`config.mk`:
```
export PLATFORM = sky130hd
export DESIGN_NAME = alu_serial_ctrl_flat
export DESIGN_NICKNAME = d
export VERILOG_FILES = /design/src/rtl/alu_serial_ctrl_pkg.sv /design/src/rtl/alu_serial_ctrl_if.sv /design/src/rtl/alu_bit_sequencer.sv /design/src/rtl/alu_serial_ctrl.sv /design/src/flat_wrapper.sv
export SDC_FILE = /design/constraint.sdc
export NUM_CORES = 1
export LEC_CHECK = 0
export ABC_AREA = 1
export CORE_MARGIN = 4
export CORE_UTILIZATION = 45
export CTS_CLUSTER_DIAMETER = 40
export DETAILED_ROUTE_END_ITERATION = 7
export GPL_ROUTABILITY_DRIVEN = 0
export PLACE_DENSITY = 0.72
export SLEW_MARGIN = 20
export SYNTH_ARGS = -nofsm -noshare
export SYNTH_HDL_FRONTEND = slang
export SYNTH_SLANG_ARGS = --single-unit
```
`constraint.sdc`:
```
create_clock -name clk -period 2 [get_ports clk]
set_input_delay 0.2 -clock clk [delete_from_list [all_inputs] [get_ports clk]]
set_output_delay 0.2 -clock clk [all_outputs]
set_load 0.02 [all_outputs]
```
`src/rtl/alu_serial_ctrl_pkg.sv`:
```
// Shared types and constants for the bit-serial ALU controller.
package alu_serial_ctrl_pkg;

    localparam int unsigned WIDTH = 16;
    localparam int unsigned IDX_W = 4;

    typedef enum logic [1:0] {
        ST_IDLE = 2'd0,
        ST_RUN  = 2'd1,
        ST_DONE = 2'd2
    } state_t;

    // Opcode layout: {AInvert, BInvert, Operacion[1:0]}
    localparam logic [3:0] OPC_AND = 4'b0000;
    localparam logic [3:0] OPC_OR  = 4'b0001;
    localparam logic [3:0] OPC_ADD = 4'b0010;
    localparam logic [3:0] OPC_SUB = 4'b0110;
    localparam logic [3:0] OPC_SLT = 4'b0111;
    localparam logic [3:0] OPC_NOR = 4'b1100;

    function automatic logic is_addsub(input logic [3:0] opc);
        return (opc == OPC_ADD) || (opc == OPC_SUB);
    endfunction

endpackage

```
`src/rtl/alu_serial_ctrl_if.sv`:
```
// Host request/response and 1-bit slice signals of the serial ALU controller.
interface alu_serial_ctrl_if;
    import alu_serial_ctrl_pkg::*;

    logic             start;
    logic [3:0]       opcode;
    logic [WIDTH-1:0] op_a;
    logic [WIDTH-1:0] op_b;

    logic             s_a;
    logic             s_b;
    logic             s_less;
    logic             s_cin;
    logic             s_ainv;
    logic             s_binv;
    logic [1:0]       s_op;
    logic             s_res;
    logic             s_cout;

    logic [WIDTH-1:0] result;
    logic             zero;
    logic             overflow;
    logic             carry;
    logic             busy;
    logic             done;

    // Environment side: host requests plus the slice's return path
    modport master (
        output start, opcode, op_a, op_b, s_res, s_cout,
        input  s_a, s_b, s_less, s_cin, s_ainv, s_binv, s_op,
        input  result, zero, overflow, carry, busy, done
    );

    modport slave (
        input  start, opcode, op_a, op_b, s_res, s_cout,
        output s_a, s_b, s_less, s_cin, s_ainv, s_binv, s_op,
        output result, zero, overflow, carry, busy, done
    );

endinterface

```
`src/rtl/alu_bit_sequencer.sv`:
```
// IDLE/RUN/DONE control FSM and bit index counter for the serial ALU.
module alu_bit_sequencer
    import alu_serial_ctrl_pkg::*;
(
    input  logic             clk,
    input  logic             reset,
    input  logic             i_start,
    output logic [IDX_W-1:0] o_idx,
    output logic             o_load,
    output logic             o_run,
    output logic             o_last,
    output logic             o_busy,
    output logic             o_done
);

    state_t           r_state;
    state_t           w_next;
    logic [IDX_W-1:0] r_idx;
    logic             w_load;

    always_ff @(posedge clk) begin
        if (reset) begin
            r_state <= ST_IDLE;
        end else begin
            r_state <= w_next;
        end
    end

    always_ff @(posedge clk) begin
        if (reset) begin
            r_idx <= '0;
        end else if (w_load) begin
            r_idx <= '0;
        end else if (r_state == ST_RUN) begin
            r_idx <= r_idx + 1'b1;
        end
    end

    always_comb begin
        w_next = r_state;
        w_load = 1'b0;
        case (r_state)
            ST_IDLE: begin
                if (i_start) begin
                    w_next = ST_RUN;
                    w_load = 1'b1;
                end
            end
            ST_RUN: begin
                if (r_idx == '1) begin
                    w_next = ST_DONE;
                end
            end
            ST_DONE: w_next = ST_IDLE;
            default: w_next = ST_IDLE;
        endcase
    end

    assign o_idx  = r_idx;
    assign o_load = w_load;
    assign o_run  = (r_state == ST_RUN);
    assign o_last = (r_state == ST_RUN) && (r_idx == '1);
    assign o_busy = (r_state != ST_IDLE);
    assign o_done = (r_state == ST_DONE);

endmodule

```
`src/rtl/alu_serial_ctrl.sv`:
```
// Drives an external 1-bit ALU slice over 16 bits, LSB first, and collects result/flags.
module alu_serial_ctrl
    import alu_serial_ctrl_pkg::*;
(
    input  logic            clk,
    input  logic            reset,
    alu_serial_ctrl_if.slave bus
);

    logic [IDX_W-1:0] w_idx;
    logic             w_load;
    logic             w_run;
    logic             w_last;
    logic             w_busy;
    logic             w_done;

    logic [WIDTH-1:0] r_a;
    logic [WIDTH-1:0] r_b;
    logic [3:0]       r_opc;
    logic             r_cy;
    logic [WIDTH-2:0] r_acc;
    logic [WIDTH-1:0] r_result;
    logic             r_zero;
    logic             r_ovf;
    logic             r_carry;

    logic             w_is_slt;
    logic             w_ovf_raw;
    logic [WIDTH-1:0] w_final;

    alu_bit_sequencer u_seq (
        .clk     (clk),
        .reset   (reset),
        .i_start (bus.start),
        .o_idx   (w_idx),
        .o_load  (w_load),
        .o_run   (w_run),
        .o_last  (w_last),
        .o_busy  (w_busy),
        .o_done  (w_done)
    );

    assign w_is_slt  = (r_opc == OPC_SLT);
    assign w_ovf_raw = r_cy ^ bus.s_cout;
    // SLT reports the sign of the difference corrected for signed overflow
    assign w_final   = w_is_slt ? {{(WIDTH-1){1'b0}}, bus.s_res ^ w_ovf_raw}
                                : {bus.s_res, r_acc};

    always_comb begin
        bus.s_a    = 1'b0;
        bus.s_b    = 1'b0;
        bus.s_less = 1'b0;
        bus.s_cin  = 1'b0;
        bus.s_ainv = 1'b0;
        bus.s_binv = 1'b0;
        bus.s_op   = 2'b00;
        if (w_run) begin
            bus.s_a    = r_a[w_idx];
            bus.s_b    = r_b[w_idx];
            bus.s_cin  = r_cy;
            bus.s_ainv = r_opc[3];
            bus.s_binv = r_opc[2];
            bus.s_op   = w_is_slt ? 2'b10 : r_opc[1:0];
        end
    end

    always_ff @(posedge clk) begin
        if (reset) begin
            r_a      <= '0;
            r_b      <= '0;
            r_opc    <= '0;
            r_cy     <= 1'b0;
            r_acc    <= '0;
            r_result <= '0;
            r_zero   <= 1'b1;
            r_ovf    <= 1'b0;
            r_carry  <= 1'b0;
        end else if (w_load) begin
            r_a   <= bus.op_a;
            r_b   <= bus.op_b;
            r_opc <= bus.opcode;
            r_cy  <= bus.opcode[2];
        end else if (w_run) begin
            r_cy <= bus.s_cout;
            if (w_last) begin
                r_result <= w_final;
                r_zero   <= (w_final == '0);
                r_ovf    <= is_addsub(r_opc) & w_ovf_raw;
                r_carry  <= is_addsub(r_opc) & bus.s_cout;
            end else begin
                r_acc[w_idx] <= bus.s_res;
            end
        end
    end

    assign bus.result   = r_result;
    assign bus.zero     = r_zero;
    assign bus.overflow = r_ovf;
    assign bus.carry    = r_carry;
    assign bus.busy     = w_busy;
    assign bus.done     = w_done;

endmodule
```
`src/flat_wrapper.sv`:
```
// flat-port wrapper written by rule: the top's interface ports become plain ports
module alu_serial_ctrl_flat import alu_serial_ctrl_pkg::*;
  (clk, reset, bus_start, bus_opcode, bus_op_a, bus_op_b, bus_s_res, bus_s_cout, bus_s_a, bus_s_b, bus_s_less, bus_s_cin, bus_s_ainv, bus_s_binv, bus_s_op, bus_result, bus_zero, bus_overflow, bus_carry, bus_busy, bus_done);
  alu_serial_ctrl_if bus_i ();
  input  logic clk;
  input  logic reset;
  input wire logic [$bits(bus_i.start)-1:0] bus_start;
  input wire logic [$bits(bus_i.opcode)-1:0] bus_opcode;
  input wire logic [$bits(bus_i.op_a)-1:0] bus_op_a;
  input wire logic [$bits(bus_i.op_b)-1:0] bus_op_b;
  input wire logic [$bits(bus_i.s_res)-1:0] bus_s_res;
  input wire logic [$bits(bus_i.s_cout)-1:0] bus_s_cout;
  output wire logic [$bits(bus_i.s_a)-1:0] bus_s_a;
  output wire logic [$bits(bus_i.s_b)-1:0] bus_s_b;
  output wire logic [$bits(bus_i.s_less)-1:0] bus_s_less;
  output wire logic [$bits(bus_i.s_cin)-1:0] bus_s_cin;
  output wire logic [$bits(bus_i.s_ainv)-1:0] bus_s_ainv;
  output wire logic [$bits(bus_i.s_binv)-1:0] bus_s_binv;
  output wire logic [$bits(bus_i.s_op)-1:0] bus_s_op;
  output wire logic [$bits(bus_i.result)-1:0] bus_result;
  output wire logic [$bits(bus_i.zero)-1:0] bus_zero;
  output wire logic [$bits(bus_i.overflow)-1:0] bus_overflow;
  output wire logic [$bits(bus_i.carry)-1:0] bus_carry;
  output wire logic [$bits(bus_i.busy)-1:0] bus_busy;
  output wire logic [$bits(bus_i.done)-1:0] bus_done;
  assign bus_i.start = bus_start;
  assign bus_i.opcode = bus_opcode;
  assign bus_i.op_a = bus_op_a;
  assign bus_i.op_b = bus_op_b;
  assign bus_i.s_res = bus_s_res;
  assign bus_i.s_cout = bus_s_cout;
  assign bus_s_a = bus_i.s_a;
  assign bus_s_b = bus_i.s_b;
  assign bus_s_less = bus_i.s_less;
  assign bus_s_cin = bus_i.s_cin;
  assign bus_s_ainv = bus_i.s_ainv;
  assign bus_s_binv = bus_i.s_binv;
  assign bus_s_op = bus_i.s_op;
  assign bus_result = bus_i.result;
  assign bus_zero = bus_i.zero;
  assign bus_overflow = bus_i.overflow;
  assign bus_carry = bus_i.carry;
  assign bus_busy = bus_i.busy;
  assign bus_done = bus_i.done;
  alu_serial_ctrl u_core (.clk(clk), .reset(reset), .bus(bus_i));
endmodule
```
-- Word level (Yosys, flattened, before mapping)
Index checks and enable logic that the tools add are counted.
- logic and storage cells: 61
- register bits after elaboration: 77
- output and inout port bits: 29
- bits of input ports: 41
- muxes and demuxes: 22
- $add $sub $neg: 1
- magnitude comparators: 2
- eq/ne operators: 8
- bitwise operators: 6
- reduce and logical (&&, ||, !) cells: 11
- operators with widths (cell ; count):
    zero test 16 bit ; 1
    2-to-1 mux 16 bit ; 1
    bitwise mux 15 bit ; 1
    2-to-1 mux 1 bit ; 12
    binary-select mux 1 bit (select 4 bit) ; 2
    equality test 4 x 3 -> 1 bit, second input constant ; 2
    2-to-1 mux 2 bit ; 4
    AND reduction 3 bit ; 2
    < comparator 4 x 5 -> 1 bit, second input constant ; 1
    adder 4 x 1 -> 4 bit, second input constant ; 1
    demux 1 bit (select 4 bit) ; 1
    equality test 4 x 2 -> 1 bit, second input constant ; 1
    equality test 4 bit, second input constant ; 1
    greater-or-equal comparator 4 x 1 -> 1 bit, second input constant ; 1
    one-hot mux 2 bit (2 select lines) ; 1
    nonzero test 2 bit ; 2
    AND 1 bit ; 2
    equality test 2 x 1 -> 1 bit, second input constant ; 1
    equality test 2 bit, second input constant ; 1
    logical AND 1 bit ; 2
    zero test 2 bit ; 1
    inequality test 2 x 1 -> 1 bit, second input constant ; 1
    inequality test 2 bit, second input constant ; 1
    NOT 1 bit ; 2
    other kinds (4) ; 5

-- Logic depth before layout (Yosys ltp)
Gate-level depths: netlist of run 1.
- depth in word-level cells: 5
- mapped depth: 10
- mapped depth without buffers: 10

-- By module
From an unflattened synthesis of run 1, not the netlist that was laid out.
- cell total of the unflattened synthesis: 500
- area total of the unflattened synthesis: 3483.3 um^2
- by module, submodules not included (module ; area each (um^2) ; cells an instance ; seq. area each (um^2) ; instances):
    alu_serial_ctrl ; 3186.8 ; 457 ; 1421.4 ; 1
    alu_bit_sequencer ; 296.5 ; 43 ; 120.1 ; 1

-- Worst setup path before layout of run 1
Ideal clock, no wire load.
- kind: flip-flop to output port
- start: register u_core.u_seq.r_idx[0], in the netlist u_core.u_seq.o_idx[0]
- end: output port bus_s_a
- data required time: 1.800 ns
- buffers on the path: 2
- cell stages (with the launch flop): 9
- arrival time: 1.308 ns
- setup slack: 0.492 ns
- cells stage by stage: dfxtp_1 -> buf_4 -> buf_2 -> o21ai_0 -> o21ai_0 -> nand2_1 -> nand2_1 -> nor2_1 -> nor2_1
- cells in the longest elaborated chain, start to end: 3
- RTL lines (element ; line ; text):
    from (decl) ; alu_bit_sequencer.sv:18 ; logic [IDX_W-1:0] r_idx;
    from (signal assigned) ; alu_bit_sequencer.sv:35 ; r_idx <= r_idx + 1'b1;
    binary-select mux 1 bit (select 4 bit) ; alu_serial_ctrl.sv:58 ; bus.s_a = r_a[w_idx];
    2-to-1 mux 1 bit (not written as such) ; alu_serial_ctrl.sv:58 ;
    2-to-1 mux 1 bit ; alu_serial_ctrl.sv:57 ; if (w_run) begin
    to (decl) ; flat_wrapper.sv:13 ; output wire logic [$bits(bus_i.s_a)-1:0] bus_s_a;
No other way between the ends. The select of a mux whose other input is x is not followed.

-- Final worst setup path of run 1
- start: register u_core.u_seq.r_idx[0], in the netlist u_core.u_seq.o_idx[0]
- end: output port bus_s_b
- cells in the longest elaborated chain, start to end: 3
- RTL lines (element ; line ; text):
    binary-select mux 1 bit (select 4 bit) ; alu_serial_ctrl.sv:59 ; bus.s_b = r_b[w_idx];
    2-to-1 mux 1 bit (not written as such) ; alu_serial_ctrl.sv:59 ;
    2-to-1 mux 1 bit ; alu_serial_ctrl.sv:57 ;
    to (decl) ; flat_wrapper.sv:14 ; output wire logic [$bits(bus_i.s_b)-1:0] bus_s_b;
No other way between the ends. The select of a mux whose other input is x is not followed.

==> run metrics, run 1 <==
Rows 31; Synth Area in XOR/XNOR 0; Die H 95.57 um; largest family of logic cells by synthesized area simple AND/OR/NAND/NOR gates; fmax between 0.5 and 0.6 GHz; overflow left after global routing 0; Fin. Hold Viols 0; fin nets 620; Std-Cell Core Area 7370 sq um; fin cells between 600 and 700; Avg WL per Cell approximately 13 um; CTS tree built; WL final 8538 um; mapped cell area 3451 sq um; DRT antenna net count 0; P&R area growth vs syn 30.35%; CP Capture Type output pin; critical path arrival 1.62 ns; setup_tns 0 ns; die area between 9000 and 10,000 sq um; Pleak 1.936 nW; Worst Path Required 1.80 ns; placed insts 663; vias in the first global route 3,121; clk_skew 0.01066 ns; share of cells above drive strength 1 0.08793; Max FO, Critical Path 9; Worst VDD drop 0.4987 mV; number of diodes 0; Synth Area in Compound Gates 0.1494; switching power share of the total 0.2518; vias 3,335; first-pass GRT wire length 14,280 um; RSZ-0062 raised after global routing false; largest net degree at the start of global routing between 50 and 60; max cap viols 0; Yosys reg bits 77; final instance area 4498 sq um; placed cell area 4270 sq um; initial DRC count 172; Residual DRC 0; Clock Tree Root clkbuf_8; Post-DP HPWL ~6400 um; Yosys cell types 29; register area share after synthesis 0.4467; worst hold path class register to register; Post-Syn Instances 506; Total GRT Usage 0.2007; Port Buf Inserts 68; CP Class register to output pin; combinational power share 0.125; DR vias/cell 4.912; Clk network pwr share 0.390; FF-to-FF setup slack 0.40 ns; status completed; Pre-antenna DRT Iters 4; Syn Area/Cell 6.820 sq um; number of CTS-inserted buffers 9; syn_nets 551; Yosys warnings 0; clock transition at the registers of the reported paths about 0.08 ns; number of H-tree levels 3; switching power 0.8487 mW; initial core utilization 0.4683; Reg power frac 0.485; synthesized-area fraction occupied by adder cells 0.01450; clock sink count 77; die width 95.57 um; number of antenna violations at the first check in global routing 0; post-synthesis mux area share 0; fin. max-slew vios 0; postcts setup bufs 0; IO Pins 70; Cell Int Power roughly 2.5 mW; Final Critical Period 1.822 ns; area share of and/or/nand/nor cells after synthesis 0.3075; Cell Pwr Density 749.2 nW/um^2; CTS max path bufs 2; Worst setup SP type register; clk_lat worst skew 0.35 ns; endpoints failing setup 0; fin crit share 0.9110
[power groups by stage]
stage	logic, mW	registers [mW]	clock network (mW)
floorplan	0.256	1.66	0
global placement	0.417	1.67	0
detailed placement	0.424	1.67	0
CTS	0.426	1.64	1.33
global route	0.477	1.64	1.40
finish	0.421	1.64	1.31
[area by class of cell]
cell class	count	area, sq um
flip-flops and latches	77	1546
well taps	99	123.9
fillers	711	2872
multi-input cells	365	1630
clock buffers	10	137.6
inverters	37	145.1
repair buffers	85	828.3
clock inverters	6	86.33
[final timing paths]
| path | startpoint | cells after the start | to |
|---|---|---|---|
| worst min-delay path | u_core.r_a[7]$_SDFFE_PP0P_ | 2 | u_core.r_a[7]$_SDFFE_PP0P_ |
| worst max register to register | u_core.u_seq.o_idx[0]$_SDFFE_PP0P_ | 10 | u_core.r_acc[10]$_SDFFE_PP0P_ |
| worst max-delay path | u_core.u_seq.o_idx[0]$_SDFFE_PP0P_ | 8 | bus_s_b |
| worst min register to register | u_core.r_a[7]$_SDFFE_PP0P_ | 2 | u_core.r_a[7]$_SDFFE_PP0P_ |
[flip-flops by register name (all words and copies together), names as in the netlist]
signal	cells
u_core.r_opc	4
u_core.r_cy	1
u_core.u_seq.o_idx	4
u_core.r_b	16
u_core.r_acc	15
u_core.r_a	16
u_core.bus.overflow	1
u_core.u_seq.r_state	2
u_core.bus.result	16
u_core.bus.carry	1
u_core.bus.zero	1
[placed cells by master, fill, tap and decap left out, types with 10 or more instances in the layout]
master and n:
a21oi_1 37, buf_4 15, clkbuf_8 10, clkdlybuf4s50_1 61, dfxtp_1 75, inv_1 31
nand2_1 98, nand3_1 21, nor2_1 125, o21ai_0 57
[layer usage]
metal | global-route usage | wire (um)
met4 | 0.07464 | 125
met2 | 0.3434 | 4176
met1 | 0.2410 | 3808
met3 | 0.05130 | 428
met5 | 0 | 0
[cell families (layout without fill, tap and decap cells)]
| logic type | count (synthesis) | in the layout |
|---|---|---|
| flip-flops | 77 | 77 |
| AND/OR/NAND/NOR | 259 | 259 |
| buffers and inverters | 64 | 138 |
| AO/OA/AOI/OAI | 101 | 101 |
| other | 1 | 1 |
| adder cells (fa/ha/maj) | 4 | 4 |
[through the flow]
step	hold slack, ns	total power, mW	setup slack [ns]	util
2_1_floorplan	0.3478	1.916	0.4916	-
4_1_cts	0.4590	3.392	0.01527	0.6098
6_report	0.4578	3.370	0.1780	0.6104
3_3_place_gp	0.4443	2.087	0.1285	0.5795
3_5_place_dp	0.4479	2.095	0.09873	0.5795
5_1_grt	0.4755	3.523	0.04698	0.6104
[timing repair]
| action | in CTS | in global routing |
|---|---|---|
| gates resized for setup | 8 | 10 |
| hold buffers | 0 | 0 |
| setup endpoints to repair | 4 | 5 |
[cell usage after synthesis]
cell type,number,share of area
clkbuf_1,14,0.015
nand2_2,2,0.0036
nor2_8,1,0.0058
nor3_1,2,0.0029
conb_1,1,0.0011
buf_4,3,0.0065
nor4_1,1,0.0018
o21ai_0,59,0.086
o22ai_1,1,0.0018
a211oi_1,1,0.0022
nand4_1,4,0.0073
a21oi_1,37,0.054
nand3_1,21,0.030
nand2_1,98,0.11
o211ai_1,2,0.0043
ha_1,4,0.015
a31oi_1,1,0.0018
inv_4,1,0.0018
inv_2,4,0.0043
nand3_2,1,0.0029
nor2_1,125,0.14
nand2_4,1,0.0033
buf_6,2,0.0065
nor2_4,1,0.0033
buf_2,7,0.010
nor2_2,2,0.0036
inv_1,32,0.035
dfxtp_1,77,0.45
clkbuf_2,1,0.0014
[critical path: stages, from the launching register on]
cell,delay [ns]
dfxtp_4,0.39
clkinvlp_4,0.18
o21ai_0,0.20
nand2_1,0.08
nand2_1,0.07
nand2_1,0.05
nor2_1,0.10
nor2_1,0.05
clkbuf_2,0.16
(Power assumes the default switching activity.)
==> inputs of run 2 (changes only) <==
PLACE_DENSITY = 0.75   (was 0.72)
clock period = 1.5 ns   (was 2 ns; I/O delays follow)
==> run 2 against run 1 <==
  * The run now ends with negative setup slack left
  * Sequential share of layout area is 2.8 points lower
  * Routed wire length is 6.1% higher
  * First-iteration DRC count is 23% lower
  * Clock skew is 0.0044 ns lower
  * Core utilization is 5.3 points higher
  * Non-clock buffer count is 30 higher
  * Via count is 6.3% higher
  * Clock power is 20% higher
  * Global-route usage is 0.32 points higher
  * Largest cell class unchanged
==> run metrics, run 2 (synthesis results as in run 1) <==
status finished with violations (was completed); failing checks negative setup slack; Post-DP HPWL 6458 um (was 6402 um); Die H 95.57 um (unchanged); Std-Cell Core Area 7370 sq um (unchanged); Fillers 635 (was 711); number of CTS-inserted buffers 9 (unchanged); clock transition at the registers of the reported paths 0.08 ns (about the same); placed cell area 4526 sq um (was 4270 sq um); Final WS setup -0.2382 ns (was 0.1780 ns); endpoints failing setup 22 (was 0); fmax between 0.5 and 0.6 GHz; commonest non-fill, non-tap cell in the layout nor2_1 (unchanged); die width 95.57 um (unchanged); placed insts 692 (was 663); crit-path leading delay family simple AND/OR/NAND/NOR gates (was flip-flops); postcts setup bufs 0 (unchanged); FF-to-FF End u_core.r_acc[6]$_SDFFE_PP0P_ (was u_core.r_acc[10]$_SDFFE_PP0P_); overflow left after global routing 0 (unchanged); CP max stage delay 0.42 ns (was 0.39 ns); Final Critical Period 1.738 ns; Pre-antenna DRT Iters 4 (unchanged); initial core utilization 0.4683 (unchanged); IO Pins 70 (unchanged); P&R area growth vs syn 41.59% (was 30.35%); R2R Path Start u_core.u_seq.o_idx[3]$_SDFFE_PP0P_ (was u_core.u_seq.o_idx[0]$_SDFFE_PP0P_); Cell Pwr Density 906.5 nW/um^2 (was 749.2 nW/um^2); CP Cell Sequence inv_1, nor2_1, nand2_1, nand2_1, nor2_1, nor2_1, buf_4 (was clkinvlp_4, o21ai_0, nand2_1, nand2_1, nand2_1, nor2_1, nor2_1, clkbuf_2); CP Capture Type output pin (unchanged); Rows 31 (unchanged); Avg WL per Cell 12.77 um (was 12.57 um); Fin. Hold Viols 0 (unchanged); share of cells above drive strength 1 0.1672 (was 0.08793); fin crit share 1.159; Clock Tree Root clkbuf_8 (unchanged); most frequent cells in the layout 115 x nor2_1, 94 x nand2_1, 76 x dfxtp_1 (was 125 x nor2_1, 98 x nand2_1, 75 x dfxtp_1); DR vias/cell 4.999 (was 4.912); Most Frequent Cell on Critical Path nor2_1 (was nand2_1); number of antenna violations at the first check in global routing 0 (unchanged); FF-to-FF path depth 12 (was 10); fin. max-slew vios 0 (unchanged); Worst Path Required 1.35 ns (was 1.80 ns); worst hold path class input pin to register (was register to register); number of H-tree levels 3 (unchanged); clk_skew 0.006260 ns (was 0.01066 ns); Critical Path Source u_core.u_seq.o_idx[3]$_SDFFE_PP0P_ (was u_core.u_seq.o_idx[0]$_SDFFE_PP0P_); vias 3,544 (was 3,335); Crit path depth 7 (was 8); first-pass GRT wire length 14,420 um (was 14,280 um); Residual DRC 0 (unchanged); Max FO, Critical Path 5 (was 9); Hold-fix buffers, CTS 0 (unchanged); vias in the first global route 3,352 (was 3,121); slowest cell on the critical path dfxtp_1 (was dfxtp_4); CTS max path bufs 2 (unchanged); setup_tns -1.157 ns (was 0 ns); Setup crit end bus_s_a (was bus_s_b); FF-to-FF setup slack -0.12 ns (was 0.40 ns); CTS tree built (unchanged); Total GRT Usage 0.2038 (was 0.2007); largest net degree at the start of global routing 31 (was 52); setup slack after placement -0.3433 ns (was 0.09873 ns); Worst setup SP type register (unchanged); hold slack final 0.4104 ns (was 0.4578 ns); fin nets 650 (was 620); max cap viols 0 (unchanged); RSZ-0062 raised after global routing true (was false); Port Buf Inserts 68 (unchanged); WL final 9056 um (was 8538 um); sum of buffers and inverters on the critical path 2 (unchanged); fin cells 709 (was 679); Pleak 2.075 nW (was 1.936 nW); final instance area 4886 sq um (was 4498 sq um); clk_lat worst skew 0.36 ns (was 0.35 ns); clock sink count 77 (unchanged); critical path arrival 1.59 ns (was 1.62 ns); die area 9134 sq um (unchanged); CP Class register to output pin (unchanged); DRT antenna net count 0 (unchanged); number of diodes 0 (unchanged); Worst VDD drop 0.6427 mV (was 0.4987 mV); initial DRC count 132 (was 172)
## run 2: worst min path at each step
stage / end / slack [ns] / cells past startpoint / startpoint
2_1_floorplan: u_core.bus.result[0]$_SDFFE_PP0P_ / 0.30 / 3 / reset
3_3_place_gp: u_core.bus.zero$_SDFFE_PP1P_ / 0.45 / 2 / u_core.bus.zero$_SDFFE_PP1P_
3_5_place_dp: u_core.bus.zero$_SDFFE_PP1P_ / 0.45 / 2 / u_core.bus.zero$_SDFFE_PP1P_
4_1_cts: u_core.r_b[15]$_SDFFE_PP0P_ / 0.41 / 3 / bus_op_b[15]
5_1_grt: u_core.r_a[0]$_SDFFE_PP0P_ / 0.43 / 3 / bus_op_a[0]
6_report: u_core.r_a[11]$_SDFFE_PP0P_ / 0.41 / 3 / bus_op_a[11]
## run 2: power breakdown
group | total, mW | switching, mW | internal (mW)
Clock | 1.57 | 0.765 | 0.806
Sequential | 2.18 | 0.0458 | 2.13
Combinational | 0.678 | 0.355 | 0.323
## run 2: final cells by class
cell class | instances | area, sq um | area share
clock buffers | 10 | 137.6 | 0.02817
multi-input cells | 365 | 1774 | 0.3631
well taps | 99 | 123.9 | 0.02535
repair buffers | 115 | 1086 | 0.2223
clock inverters | 6 | 62.56 | 0.01280
inverters | 37 | 156.4 | 0.03201
flip-flops and latches | 77 | 1545 | 0.3163
## run 2: repair_timing
| action | CTS | global route |
|---|---|---|
| resized for setup | 55 | 28 |
| cloned | 0 | 1 |
| endpoints found under the setup margin | 42 | 43 |
| hold endpoints to repair | 0 | 0 |
| pin swaps | 5 | 5 |
## run 2: stage by stage
stage / util / total power [mW]
after global placement: 0.6141 / 2.844
after global routing: 0.6630 / 4.622
after floorplan: - / 2.554
after detailed placement: 0.6141 / 2.860
final: 0.6630 / 4.429
after CTS: 0.6521 / 4.433
## run 2: layer usage
layer	track usage	up-vias	part of all wire	routed length (um)
li1	-	1805	-	-
met1	0.2310	1607	0.40	3659
met2	0.3613	108	0.50	4570
met3	0.04341	24	0.061	551
met4	0.09716	0	0.030	274
met5	0	-	0	0
## run 2: worst reg2reg max path: cells and delay by family, from the launching register on
kind	cells	cell delay [ns]
simple gates	8	0.67
buf+inv	4	0.45
flops	1	0.42
